### config.mk
export PLATFORM = sky130hd
export DESIGN_NAME = floating_point_div_seq_flat
export DESIGN_NICKNAME = d
export VERILOG_FILES = /design/src/rtl/floating_point_div_seq_if.sv /design/src/rtl/floating_point_div_seq.sv /design/src/flat_wrapper.sv
export SDC_FILE = /design/constraint.sdc
export NUM_CORES = 1
export LEC_CHECK = 0
export ABC_CLOCK_PERIOD_IN_PS = 3850
export CORE_ASPECT_RATIO = 0.5
export CORE_MARGIN = 3
export CORE_UTILIZATION = 45
export DETAILED_ROUTE_END_ITERATION = 12
export GPL_TIMING_DRIVEN = 0
export HOLD_SLACK_MARGIN = 0.15
export MAX_ROUTING_LAYER = met4
export PLACE_DENSITY_LB_ADDON = 0.05
export SLEW_MARGIN = 20
export SYNTH_ARGS = -nofsm -noshare
export SYNTH_HDL_FRONTEND = slang
export SYNTH_SLANG_ARGS = --single-unit
### constraint.sdc
create_clock -name clk -period 3.85 [get_ports clk]
set_clock_uncertainty 0.2 [all_clocks]
set_input_delay 0.385 -clock clk [delete_from_list [all_inputs] [get_ports clk]]
set_output_delay 0.385 -clock clk [all_outputs]
set_load 0.03 [all_outputs]
### src/rtl/floating_point_div_seq_if.sv
// Operand/result handshake bus shared by the sequential FP divider and its driver.
// Defining FP_DIV_FLAGS_EN adds the IEEE exception flags that travel with the result.
interface floating_point_div_seq_if #(
    parameter int W = 32
);
    logic         in_valid;
    logic         in_ready;
    logic [W-1:0] a;
    logic [W-1:0] b;
    logic         out_valid;
    logic         out_ready;
    logic [W-1:0] result;
    logic         overflow;
`ifdef FP_DIV_FLAGS_EN
    logic         div_by_zero;
    logic         invalid;
    logic         underflow;
    logic         inexact;

    modport master (
        output in_valid, a, b, out_ready,
        input  in_ready, out_valid, result, overflow,
        input  div_by_zero, invalid, underflow, inexact
    );
    modport slave (
        input  in_valid, a, b, out_ready,
        output in_ready, out_valid, result, overflow,
        output div_by_zero, invalid, underflow, inexact
    );
`else
    modport master (
        output in_valid, a, b, out_ready,
        input  in_ready, out_valid, result, overflow
    );
    modport slave (
        input  in_valid, a, b, out_ready,
        output in_ready, out_valid, result, overflow
    );
`endif
endinterface

### src/rtl/floating_point_div_seq.sv
// Sequential IEEE-754 single-precision divider (a / b), radix-2 restoring, one quotient bit per clock.
// Optional FP_DIV_FLAGS_EN adds div_by_zero/invalid/underflow/inexact outputs on the bus.
module floating_point_div_seq #(
    parameter int W     = 32,
    parameter int QBITS = 27
) (
    input  logic                     clk,
    input  logic                     rst_n,
    floating_point_div_seq_if.slave  bus
);
    localparam logic [2:0] S_IDLE = 3'd0;
    localparam logic [2:0] S_PREP = 3'd1;
    localparam logic [2:0] S_DIV  = 3'd2;
    localparam logic [2:0] S_NORM = 3'd3;
    localparam logic [2:0] S_RND  = 3'd4;
    localparam logic [2:0] S_DONE = 3'd5;

    localparam logic [2:0] K_NONE = 3'd0;
    localparam logic [2:0] K_NAN  = 3'd1;
    localparam logic [2:0] K_DBZ  = 3'd2;
    localparam logic [2:0] K_INF  = 3'd3;
    localparam logic [2:0] K_ZERO = 3'd4;

    localparam logic [4:0]   LAST_CNT = 5'(QBITS - 1);
    localparam logic [W-1:0] QNAN     = 32'h7FC0_0000;

    logic [2:0]         r_state;
    logic [W-1:0]       r_a;
    logic [W-1:0]       r_b;
    logic               r_sign;
    logic signed [9:0]  r_exp;
    logic [23:0]        r_mb;
    logic [24:0]        r_rem;
    logic [QBITS-1:0]   r_q;
    logic [4:0]         r_cnt;
    logic               r_sticky;
    logic               r_special;
    logic [W-1:0]       r_result;
    logic               r_overflow;
`ifdef FP_DIV_FLAGS_EN
    logic               r_div_by_zero;
    logic               r_invalid;
    logic               r_underflow;
    logic               r_inexact;
`endif

    // Operand unpack; exponent field 0 is treated as zero (denormals flushed).
    logic [7:0]         w_ea;
    logic [7:0]         w_eb;
    logic [22:0]        w_fa;
    logic [22:0]        w_fb;
    logic               w_a_zero, w_a_inf, w_a_nan;
    logic               w_b_zero, w_b_inf, w_b_nan;
    logic               w_sign;
    logic signed [9:0]  w_exp_pre;
    logic [2:0]         w_kind;
    logic [W-1:0]       w_spec_res;

    assign w_ea     = r_a[30:23];
    assign w_eb     = r_b[30:23];
    assign w_fa     = r_a[22:0];
    assign w_fb     = r_b[22:0];
    assign w_sign   = r_a[31] ^ r_b[31];
    assign w_a_zero = (w_ea == 8'h00);
    assign w_b_zero = (w_eb == 8'h00);
    assign w_a_inf  = (w_ea == 8'hFF) && (w_fa == 23'd0);
    assign w_b_inf  = (w_eb == 8'hFF) && (w_fb == 23'd0);
    assign w_a_nan  = (w_ea == 8'hFF) && (w_fa != 23'd0);
    assign w_b_nan  = (w_eb == 8'hFF) && (w_fb != 23'd0);

    assign w_exp_pre = $signed({2'b00, w_ea}) - $signed({2'b00, w_eb}) + 10'sd127;

    // NOTE: every signal written here gets a default first, so no path can infer a latch.
    always_comb begin
        w_kind = K_NONE;
        if (w_a_nan || w_b_nan || (w_a_zero && w_b_zero) || (w_a_inf && w_b_inf))
            w_kind = K_NAN;
        else if (w_b_zero)
            w_kind = w_a_inf ? K_INF : K_DBZ;
        else if (w_a_inf)
            w_kind = K_INF;
        else if (w_a_zero || w_b_inf)
            w_kind = K_ZERO;
    end

    always_comb begin
        w_spec_res = {w_sign, 31'd0};
        case (w_kind)
            K_NAN:        w_spec_res = QNAN;
            K_DBZ, K_INF: w_spec_res = {w_sign, 8'hFF, 23'd0};
            default:      w_spec_res = {w_sign, 31'd0};
        endcase
    end

    // Restoring step: try rem - divisor; keep the difference only when it stays non-negative.
    logic [25:0] w_diff;
    logic        w_ge;
    logic [24:0] w_rem_kept;

    assign w_diff     = {1'b0, r_rem} - {2'b00, r_mb};
    assign w_ge       = ~w_diff[25];
    assign w_rem_kept = w_ge ? w_diff[24:0] : r_rem;

    // Rounding: q is normalised with the integer bit at the top, then 23 mantissa bits, guard, round.
    logic [22:0]        w_mant;
    logic               w_g, w_r, w_s;
    logic               w_rup;
    logic [23:0]        w_mant_sum;
    logic signed [9:0]  w_exp_rnd;
    logic               w_ovf;
    logic               w_unf;

    assign w_mant     = r_q[QBITS-2:3];
    assign w_g        = r_q[2];
    assign w_r        = r_q[1];
    assign w_s        = r_q[0] | r_sticky;
    assign w_rup      = w_g & (w_r | w_s | w_mant[0]);
    assign w_mant_sum = {1'b0, w_mant} + {23'd0, w_rup};
    assign w_exp_rnd  = r_exp + (w_mant_sum[23] ? 10'sd1 : 10'sd0);
    assign w_ovf      = (w_exp_rnd >= 10'sd255);
    assign w_unf      = (w_exp_rnd <= 10'sd0);

    // NOTE: state registers use non-blocking assignments so every flop samples pre-edge values.
    always_ff @(posedge clk or negedge rst_n) begin
        if (!rst_n) begin
            r_state    <= S_IDLE;
            r_a        <= '0;
            r_b        <= '0;
            r_sign     <= 1'b0;
            r_exp      <= '0;
            r_mb       <= '0;
            r_rem      <= '0;
            r_q        <= '0;
            r_cnt      <= '0;
            r_sticky   <= 1'b0;
            r_special  <= 1'b0;
            r_result   <= '0;
            r_overflow <= 1'b0;
`ifdef FP_DIV_FLAGS_EN
            r_div_by_zero <= 1'b0;
            r_invalid     <= 1'b0;
            r_underflow   <= 1'b0;
            r_inexact     <= 1'b0;
`endif
        end else begin
            case (r_state)
                S_IDLE: begin
                    if (bus.in_valid) begin
                        r_a     <= bus.a;
                        r_b     <= bus.b;
                        r_state <= S_PREP;
`ifdef FP_DIV_FLAGS_EN
                        r_div_by_zero <= 1'b0;
                        r_invalid     <= 1'b0;
                        r_underflow   <= 1'b0;
                        r_inexact     <= 1'b0;
`endif
                    end
                end
                S_PREP: begin
                    r_sign    <= w_sign;
                    r_exp     <= w_exp_pre;
                    r_rem     <= {2'b01, w_fa};
                    r_mb      <= {1'b1, w_fb};
                    r_q       <= '0;
                    r_cnt     <= '0;
                    r_sticky  <= 1'b0;
                    r_special <= (w_kind != K_NONE);
                    if (w_kind != K_NONE) begin
                        // Specials finish through RND so both paths share the DONE entry.
                        r_result   <= w_spec_res;
                        r_overflow <= 1'b0;
                        r_state    <= S_RND;
`ifdef FP_DIV_FLAGS_EN
                        r_invalid     <= (w_kind == K_NAN);
                        r_div_by_zero <= (w_kind == K_DBZ);
`endif
                    end else begin
                        r_state <= S_DIV;
                    end
                end
                S_DIV: begin
                    r_q   <= {r_q[QBITS-2:0], w_ge};
                    r_rem <= w_rem_kept << 1;
                    r_cnt <= r_cnt + 5'd1;
                    if (r_cnt == LAST_CNT)
                        r_state <= S_NORM;
                end
                S_NORM: begin
                    if (!r_q[QBITS-1]) begin
                        r_q   <= r_q << 1;
                        r_exp <= r_exp - 10'sd1;
                    end
                    r_sticky <= |r_rem;
                    r_state  <= S_RND;
                end
                S_RND: begin
                    if (!r_special) begin
                        r_overflow <= w_ovf;
                        if (w_ovf)
                            r_result <= {r_sign, 8'hFF, 23'd0};
                        else if (w_unf)
                            r_result <= {r_sign, 31'd0};
                        else
                            r_result <= {r_sign, w_exp_rnd[7:0], w_mant_sum[22:0]};
`ifdef FP_DIV_FLAGS_EN
                        r_underflow <= w_unf;
                        r_inexact   <= w_g | w_r | w_s | w_ovf | w_unf;
`endif
                    end
                    r_state <= S_DONE;
                end
                S_DONE: begin
                    if (bus.out_ready)
                        r_state <= S_IDLE;
                end
                default: r_state <= S_IDLE;
            endcase
        end
    end

    assign bus.in_ready  = (r_state == S_IDLE);
    assign bus.out_valid = (r_state == S_DONE);
    assign bus.result    = r_result;
    assign bus.overflow  = r_overflow;
`ifdef FP_DIV_FLAGS_EN
    assign bus.div_by_zero = r_div_by_zero;
    assign bus.invalid     = r_invalid;
    assign bus.underflow   = r_underflow;
    assign bus.inexact     = r_inexact;
`endif

endmodule

### src/flat_wrapper.sv
// flat-port wrapper written by rule: the top's interface ports become plain ports
module floating_point_div_seq_flat 
#(
    parameter int W     = 32,
    parameter int QBITS = 27
)
  (clk, rst_n, bus_in_valid, bus_a, bus_b, bus_out_ready, bus_in_ready, bus_out_valid, bus_result, bus_overflow);
  floating_point_div_seq_if #(.W(W)) bus_i ();
  input  logic clk;
  input  logic rst_n;
  input wire logic [$bits(bus_i.in_valid)-1:0] bus_in_valid;
  input wire logic [$bits(bus_i.a)-1:0] bus_a;
  input wire logic [$bits(bus_i.b)-1:0] bus_b;
  input wire logic [$bits(bus_i.out_ready)-1:0] bus_out_ready;
  output wire logic [$bits(bus_i.in_ready)-1:0] bus_in_ready;
  output wire logic [$bits(bus_i.out_valid)-1:0] bus_out_valid;
  output wire logic [$bits(bus_i.result)-1:0] bus_result;
  output wire logic [$bits(bus_i.overflow)-1:0] bus_overflow;
  assign bus_i.in_valid = bus_in_valid;
  assign bus_i.a = bus_a;
  assign bus_i.b = bus_b;
  assign bus_i.out_ready = bus_out_ready;
  assign bus_in_ready = bus_i.in_ready;
  assign bus_out_valid = bus_i.out_valid;
  assign bus_result = bus_i.result;
  assign bus_overflow = bus_i.overflow;
  floating_point_div_seq #(.W(W), .QBITS(QBITS)) u_core (.clk(clk), .rst_n(rst_n), .bus(bus_i));
endmodule
# Word-level counts from Yosys, hierarchy flattened
# Cells that the tools add are included.
[classes]
add_sub_neg = 7
multipliers = 0
div = 0
magnitude_cmp = 2
n_eq_ne = 17
shifts = 0
mux = 28
n_bitwise = 6
reduce_logical = 29
[ops]
columns = ["operator", "count"]
rows = [
  ["one-hot mux 32 bit (2 select lines)", 2],
  ["one-hot mux 27 bit (3 select lines)", 1],
  ["two-way mux 32 bit", 2],
  ["two-way mux 31 bit", 2],
  ["one-hot mux 25 bit (2 select lines)", 1],
  ["zero test 23 bit", 2],
  ["nonzero test 23 bit", 2],
  ["two-way mux 27 bit", 1],
  ["subtractor 25 x 24 -> 26 bit", 1],
  ["OR reduction 25 bit", 1],
  ["adder 23 x 1 -> 24 bit", 1],
  ["two-way mux 24 bit", 1],
  ["two-way mux 3 bit", 8],
  ["one-hot mux 10 bit (2 select lines)", 1],
  ["one-hot mux 3 bit (6 select lines)", 1],
  ["== test 8 bit (second input constant)", 2],
  ["zero test 8 bit", 2],
  ["== test 3 x 2 -> 1 bit (second input constant)", 4],
  ["adder 10 bit", 1],
  ["adder 10 x 8 -> 10 bit (second input constant)", 1],
  ["greater-or-equal comparator 10 x 9 -> 1 bit (second input constant)", 1],
  ["less-or-equal comparator 10 x 1 -> 1 bit (second input constant)", 1],
  ["two-way mux 10 bit", 1],
  ["one-hot mux 5 bit (2 select lines)", 1],
  ["22 further kinds", 48],
]
[totals]
reg_bits = 194
latchBits = 0
mem_bits_rw = 0
rom_bits = 0
input_bits = 68
output_inout_bits = 35
mem_count = 0

# Depth between registers and ports, before layout
# Gate-level depths: netlist of run 1.
[depth]
word_depth = 12
mapped_depth = 16
ltp_nobuf = 14

# Least setup slack after synthesis of run 1
# No wires, ideal clock.
[synth_timing]
path_type = "register to register"
from = "register u_core.r_q[3]"
to = "register u_core.r_result[26], in the netlist u_core.bus.result[26]"
setup_ns = 0.124
arrival_time_ns = 2.974
required_ns = 3.526
slack_ns = 0.552
path_stages_with_launch = 16
synth_period_minus_slack_ns = 3.298
cell_sequence = "dfrtp_1 > and2_1 > and3_1 > clkbuf_1 > nand3_1 > nor3_1 > ha_1 > and3_1 > and3_2 > nand3_1 > xor2_1 > and2_1 > and2_1 > or2_1 > buf_2 > a211o_1"
[synth_via]
elab_chain_len = 10
[synth_lines]
columns = ["item", "line", "text"]
rows = [
  ["from (decl)", "floating_point_div_seq.sv:34", "logic [QBITS-1:0] r_q;"],
  ["from (signal assigned)", "floating_point_div_seq.sv:183", "r_q <= {r_q[QBITS-2:0], w_ge};"],
  ["from (signal assigned)", "floating_point_div_seq.sv:191", "r_q <= r_q << 1;"],
  ["OR 1 bit", "floating_point_div_seq.sv:117", "assign w_rup = w_g & (w_r | w_s | w_mant[0]);"],
  ["AND 1 bit", "floating_point_div_seq.sv:117", ""],
  ["adder 23 x 1 -> 24 bit (*)", "floating_point_div_seq.sv:118", "assign w_mant_sum = {1'b0, w_mant} + {23'd0, w_rup};"],
  ["two-way mux 1 bit (*)", "floating_point_div_seq.sv:119", "assign w_exp_rnd = r_exp + (w_mant_sum[23] ? 10'sd1 : 10'sd0);"],
  ["adder 10 bit (*)", "floating_point_div_seq.sv:119", ""],
  ["less-or-equal comparator 10 x 1 -> 1 bit", "floating_point_div_seq.sv:121", "assign w_unf = (w_exp_rnd <= 10'sd0);"],
  ["two-way mux 31 bit", "floating_point_div_seq.sv:202", "else if (w_unf)"],
  ["two-way mux 31 bit (*)", "floating_point_div_seq.sv:200", "if (w_ovf)"],
  ["two-way mux 32 bit (*)", "floating_point_div_seq.sv:198", "if (!r_special) begin"],
  ["one-hot mux 32 bit (2 select lines) (*)", "floating_point_div_seq.sv:146", "case (r_state)"],
  ["to (signal assigned)", "floating_point_div_seq.sv:201", "r_result <= {r_sign, 8'hFF, 23'd0};"],
  ["to (signal assigned)", "floating_point_div_seq.sv:203", "r_result <= {r_sign, 31'd0};"],
  ["to (signal assigned)", "floating_point_div_seq.sv:205", "r_result <= {r_sign, w_exp_rnd[7:0], w_mant_sum[22:0]};"],
  ["to (decl)", "floating_point_div_seq.sv:38", "logic [W-1:0] r_result;"],
]
# Every way passes the cells marked *; elsewhere a longest branch is shown, timed or not. The select of a mux whose other input is x is not followed.
# A chain may end at the register's enable or synchronous reset.

# Worst setup path after layout of run 1
[layout_timing]
from = "register u_core.r_q[7]"
to = "register u_core.r_result[28], in the netlist u_core.bus.result[28]"
[layout_via]
elab_chain_len = 8
[layout_lines]
columns = ["item", "line"]
rows = [
  ["adder 23 x 1 -> 24 bit (*)", "floating_point_div_seq.sv:118"],
  ["two-way mux 1 bit (*)", "floating_point_div_seq.sv:119"],
  ["adder 10 bit (*)", "floating_point_div_seq.sv:119"],
  ["less-or-equal comparator 10 x 1 -> 1 bit", "floating_point_div_seq.sv:121"],
  ["two-way mux 31 bit", "floating_point_div_seq.sv:202"],
  ["two-way mux 31 bit (*)", "floating_point_div_seq.sv:200"],
  ["two-way mux 32 bit (*)", "floating_point_div_seq.sv:198"],
  ["one-hot mux 32 bit (2 select lines) (*)", "floating_point_div_seq.sv:146"],
]
# Marks and branches as above.

==> results.ini, run 1 <==
[outcome]
outcome=finished, final reports clean

[worst_setup_path]
crit_top_cell=and3_1
endpoint_kind=flip-flop
path_buf_inv=1
critPathTopFamily=simple AND/OR/NAND/NOR gates
crit_required_ns=3.99
critical-path-slowest-cell=dfrtp_1
reg2reg_slack_ns=0.27
critPathKind=reg -> reg
worstPathCellList=and3_1 -> and3_1 -> nand3_1 -> nor3_2 -> ha_1 -> and3_1 -> and3_2 -> nand3_1 -> xor2_1 -> and2_1 -> and2_1 -> or2_1 -> buf_2 -> a221o_1
cp.arrival_ns=3.72
crit_fanout=7
cp-start-kind=flip-flop
max_stage_delay_ns=0.42

[logic_synthesis]
synthTopCellsByArea=dfrtp_1 (46%), mux2_2 (6.0%), nand2_1 (5.3%), ha_1 (4.6%), o21ai_0 (4.6%)
yosysMostFrequentCell=dfrtp_1
synth_fp_nets=1213
ys_async_sr_fraction=1.00
yosys.area.top_type_share=0.462
synth_area_sq_um=10500
syn_inst=1104
synth_commonest_cells=dfrtp_1 (194), nand2_1 (148), o21ai_0 (97)
ys.warnings.count=0
synth_cell_types=66
synth_edf_count=0
synth_ff_type=dfrtp_1
synth-seq-cells=194
synth_top_cell_by_area=dfrtp_1
seq_area_frac_synth=0.462
avgSynthCellArea_sq_um=9.52

[place]
io_buffers=102
dpl-instance-area_sq_um=12000
dp_hpwl_um=20700
gp_congestion=0.893

[final_layout]
fin_util=0.566
nFillCells=2024
drive_gt1_frac=0.0975
ff_latch_area_sq_um=4860
finalInstanceArea_sq_um=12600
area_growth_pct=20.0
num_antenna_cells=0
multiInputGateArea_sq_um=5250
final_nets=1337

[routing]
avgViaCountPerCell=5.57
routed_wl_um=27300
antenna_left=0
drc_errors=0
wl_per_cell_um=17.7
drt-initial-drc-count=759
vias=8589
firstDrtPassIters=5

[pwr]
ir_drop_mv=0.374
p_comb_frac=0.542
power_w=0.0117
netSwitchingPower_w=0.00520
p_leak_nw=5.33
power_density_nw_per_um2=925
p_sw_frac=0.445
seqPwrFrac=0.302
p_int_w=0.00647
p_clk_frac=0.157

[job]
maxCapViolCount=0

[timing]
finalCritPeriodShare=0.929
min_period_ns=3.58
max_freq_ghz=0.280
fin_tns_setup_ns=0
finalSetupViolations=0
finalMaxSlewViolations=0
slew_headroom=0.359
rsz0062_at_grt=false
worstMarginPinSlew_ns=0.958
hold_violations=0

[clocking]
cts.sinks=194
cts_tree=done
cts_root_buf=clkbuf_16
clkTransAtPathRegs_ns=0.07
worstSkewPairLatency_ns=0.45
cts_buffer_depth=2
ctsHtreeMaxLevel=4
cts_made_buffers=17

[die]
io_pins=103
die_width_um=222
dieHeight_um=114
rows=38
dieArea_sq_um=25300
core_sq_um=22300
initial_utilization=0.471

[global_route]
grt_max_degree=99
overflow=0
grt_pass1_vias=8377
antenna_found_initial=0
grt.total_usage=0.227
grt_pass1_wl_um=44000

[min_path]
worst_hold_path_type=reg -> reg

[worst min-delay path, cell delays in order (launching register included)]
cell,delay (ns)
dfrtp_1,0.33
inv_1,0.05
nand2_1,0.05
[metal layers]
layer / GRT usage / up-vias / part of all wire
li1: - / 4191 / -
met1: 0.312 / 4170 / 0.49
met2: 0.346 / 200 / 0.45
met3: 0.0397 / 28 / 0.048
met4: 0.0711 / 0 / 0.017
met5: - / - / 0
[cell usage in the layout (no fill, tap or decap), types with 28 or more instances in the layout]
cell type / instances
a21oi_1: 47
clkbuf_1: 38
clkdlybuf4s50_1: 101
dfrtp_1: 191
ha_1: 38
inv_1: 52
mux2_2: 56
nand2_1: 148
nand3_1: 35
nor2_1: 71
o21ai_0: 97
xnor2_1: 28
xor2_1: 30
[state kept, by name, summed over array words and instances, names as in the netlist]
signal               cells
u_core.bus.result       32
u_core.r_b              32
u_core.r_rem            25
u_core.bus.overflow      1
u_core.r_sticky          1
u_core.r_cnt             5
u_core.r_state           3
u_core.r_special         1
u_core.r_q              27
u_core.r_exp            10
u_core.r_a              32
u_core.r_mb             24
u_core.r_sign            1
[power by group through the flow]
stage               clock network, W  registers (W)  logic, W
global route                 0.00195        0.00362   0.00705
detailed placement                 0        0.00354   0.00627
finish                       0.00183        0.00352   0.00632
CTS                          0.00186        0.00350   0.00631
floorplan                          0        0.00339   0.00467
global placement                   0        0.00352   0.00615
[cell type report]
class,instances,share of cell area
Clock buffer,21,0.0381
Buffer,52,0.0178
Sequential cell,194,0.385
Clock inverter,11,0.00992
Multi-Input combinational cell,804,0.416
Tap cell,300,0.0298
Inverter,52,0.0155
Timing Repair Buffer,107,0.0879
[metrics by stage]
stage,instances,setup WS (ns),hold WS [ns]
4_1_cts,1542,0.0364,0.255
2_1_floorplan,1104,0.552,-0.111
3_5_place_dp,1508,-0.311,-0.0137
3_3_place_gp,1506,-6.01,0.233
6_report,1541,0.272,0.260
5_1_grt,1541,0.0436,0.275
[cells by family (layout without fill, tap and decap cells)]
kind of cell    after synthesis  in the layout  synth area share
xor+xnor                     58             58            0.0483
mux                          62             62            0.0657
buf+inv                     106            243            0.0401
compound gates              278            278             0.173
simple gates                365            365             0.161
fa+ha+maj                    41             41            0.0502
flops                       194            194             0.462
[timing repair]
action / CTS / global route
pin swaps: 0 / 1
buffers inserted: 0 / 1
setup endpoints to repair: 27 / 28
endpoints found under the hold margin: 194 / 0
resized for setup: 4 / 7
hold buffers: 2 / 0
[path summary, 6_finish.rpt]
kind / start / end / cells past startpoint
max: u_core.r_q[7]$_DFFE_PN0P_ / u_core.bus.result[28]$_DFFE_PN0P_ / 14
min reg2reg: u_core.r_mb[23]$_DFFE_PN0P_ / u_core.r_mb[23]$_DFFE_PN0P_ / 2
max in group asynchronous: rst_n / u_core.bus.result[24]$_DFFE_PN0P_ / 3
min: u_core.r_mb[23]$_DFFE_PN0P_ / u_core.r_mb[23]$_DFFE_PN0P_ / 2
max reg2reg: u_core.r_q[7]$_DFFE_PN0P_ / u_core.bus.result[28]$_DFFE_PN0P_ / 14
min in group asynchronous: rst_n / u_core.bus.result[28]$_DFFE_PN0P_ / 3
Note: power is estimated with default switching activity, not from simulation.
==> run 2: changes to the inputs <==
Settings changed: HOLD_SLACK_MARGIN 0.15 to 0.12.
==> results of run 2 <==
Same layout as run 1: the final DEF is identical, and so are final timing and power.
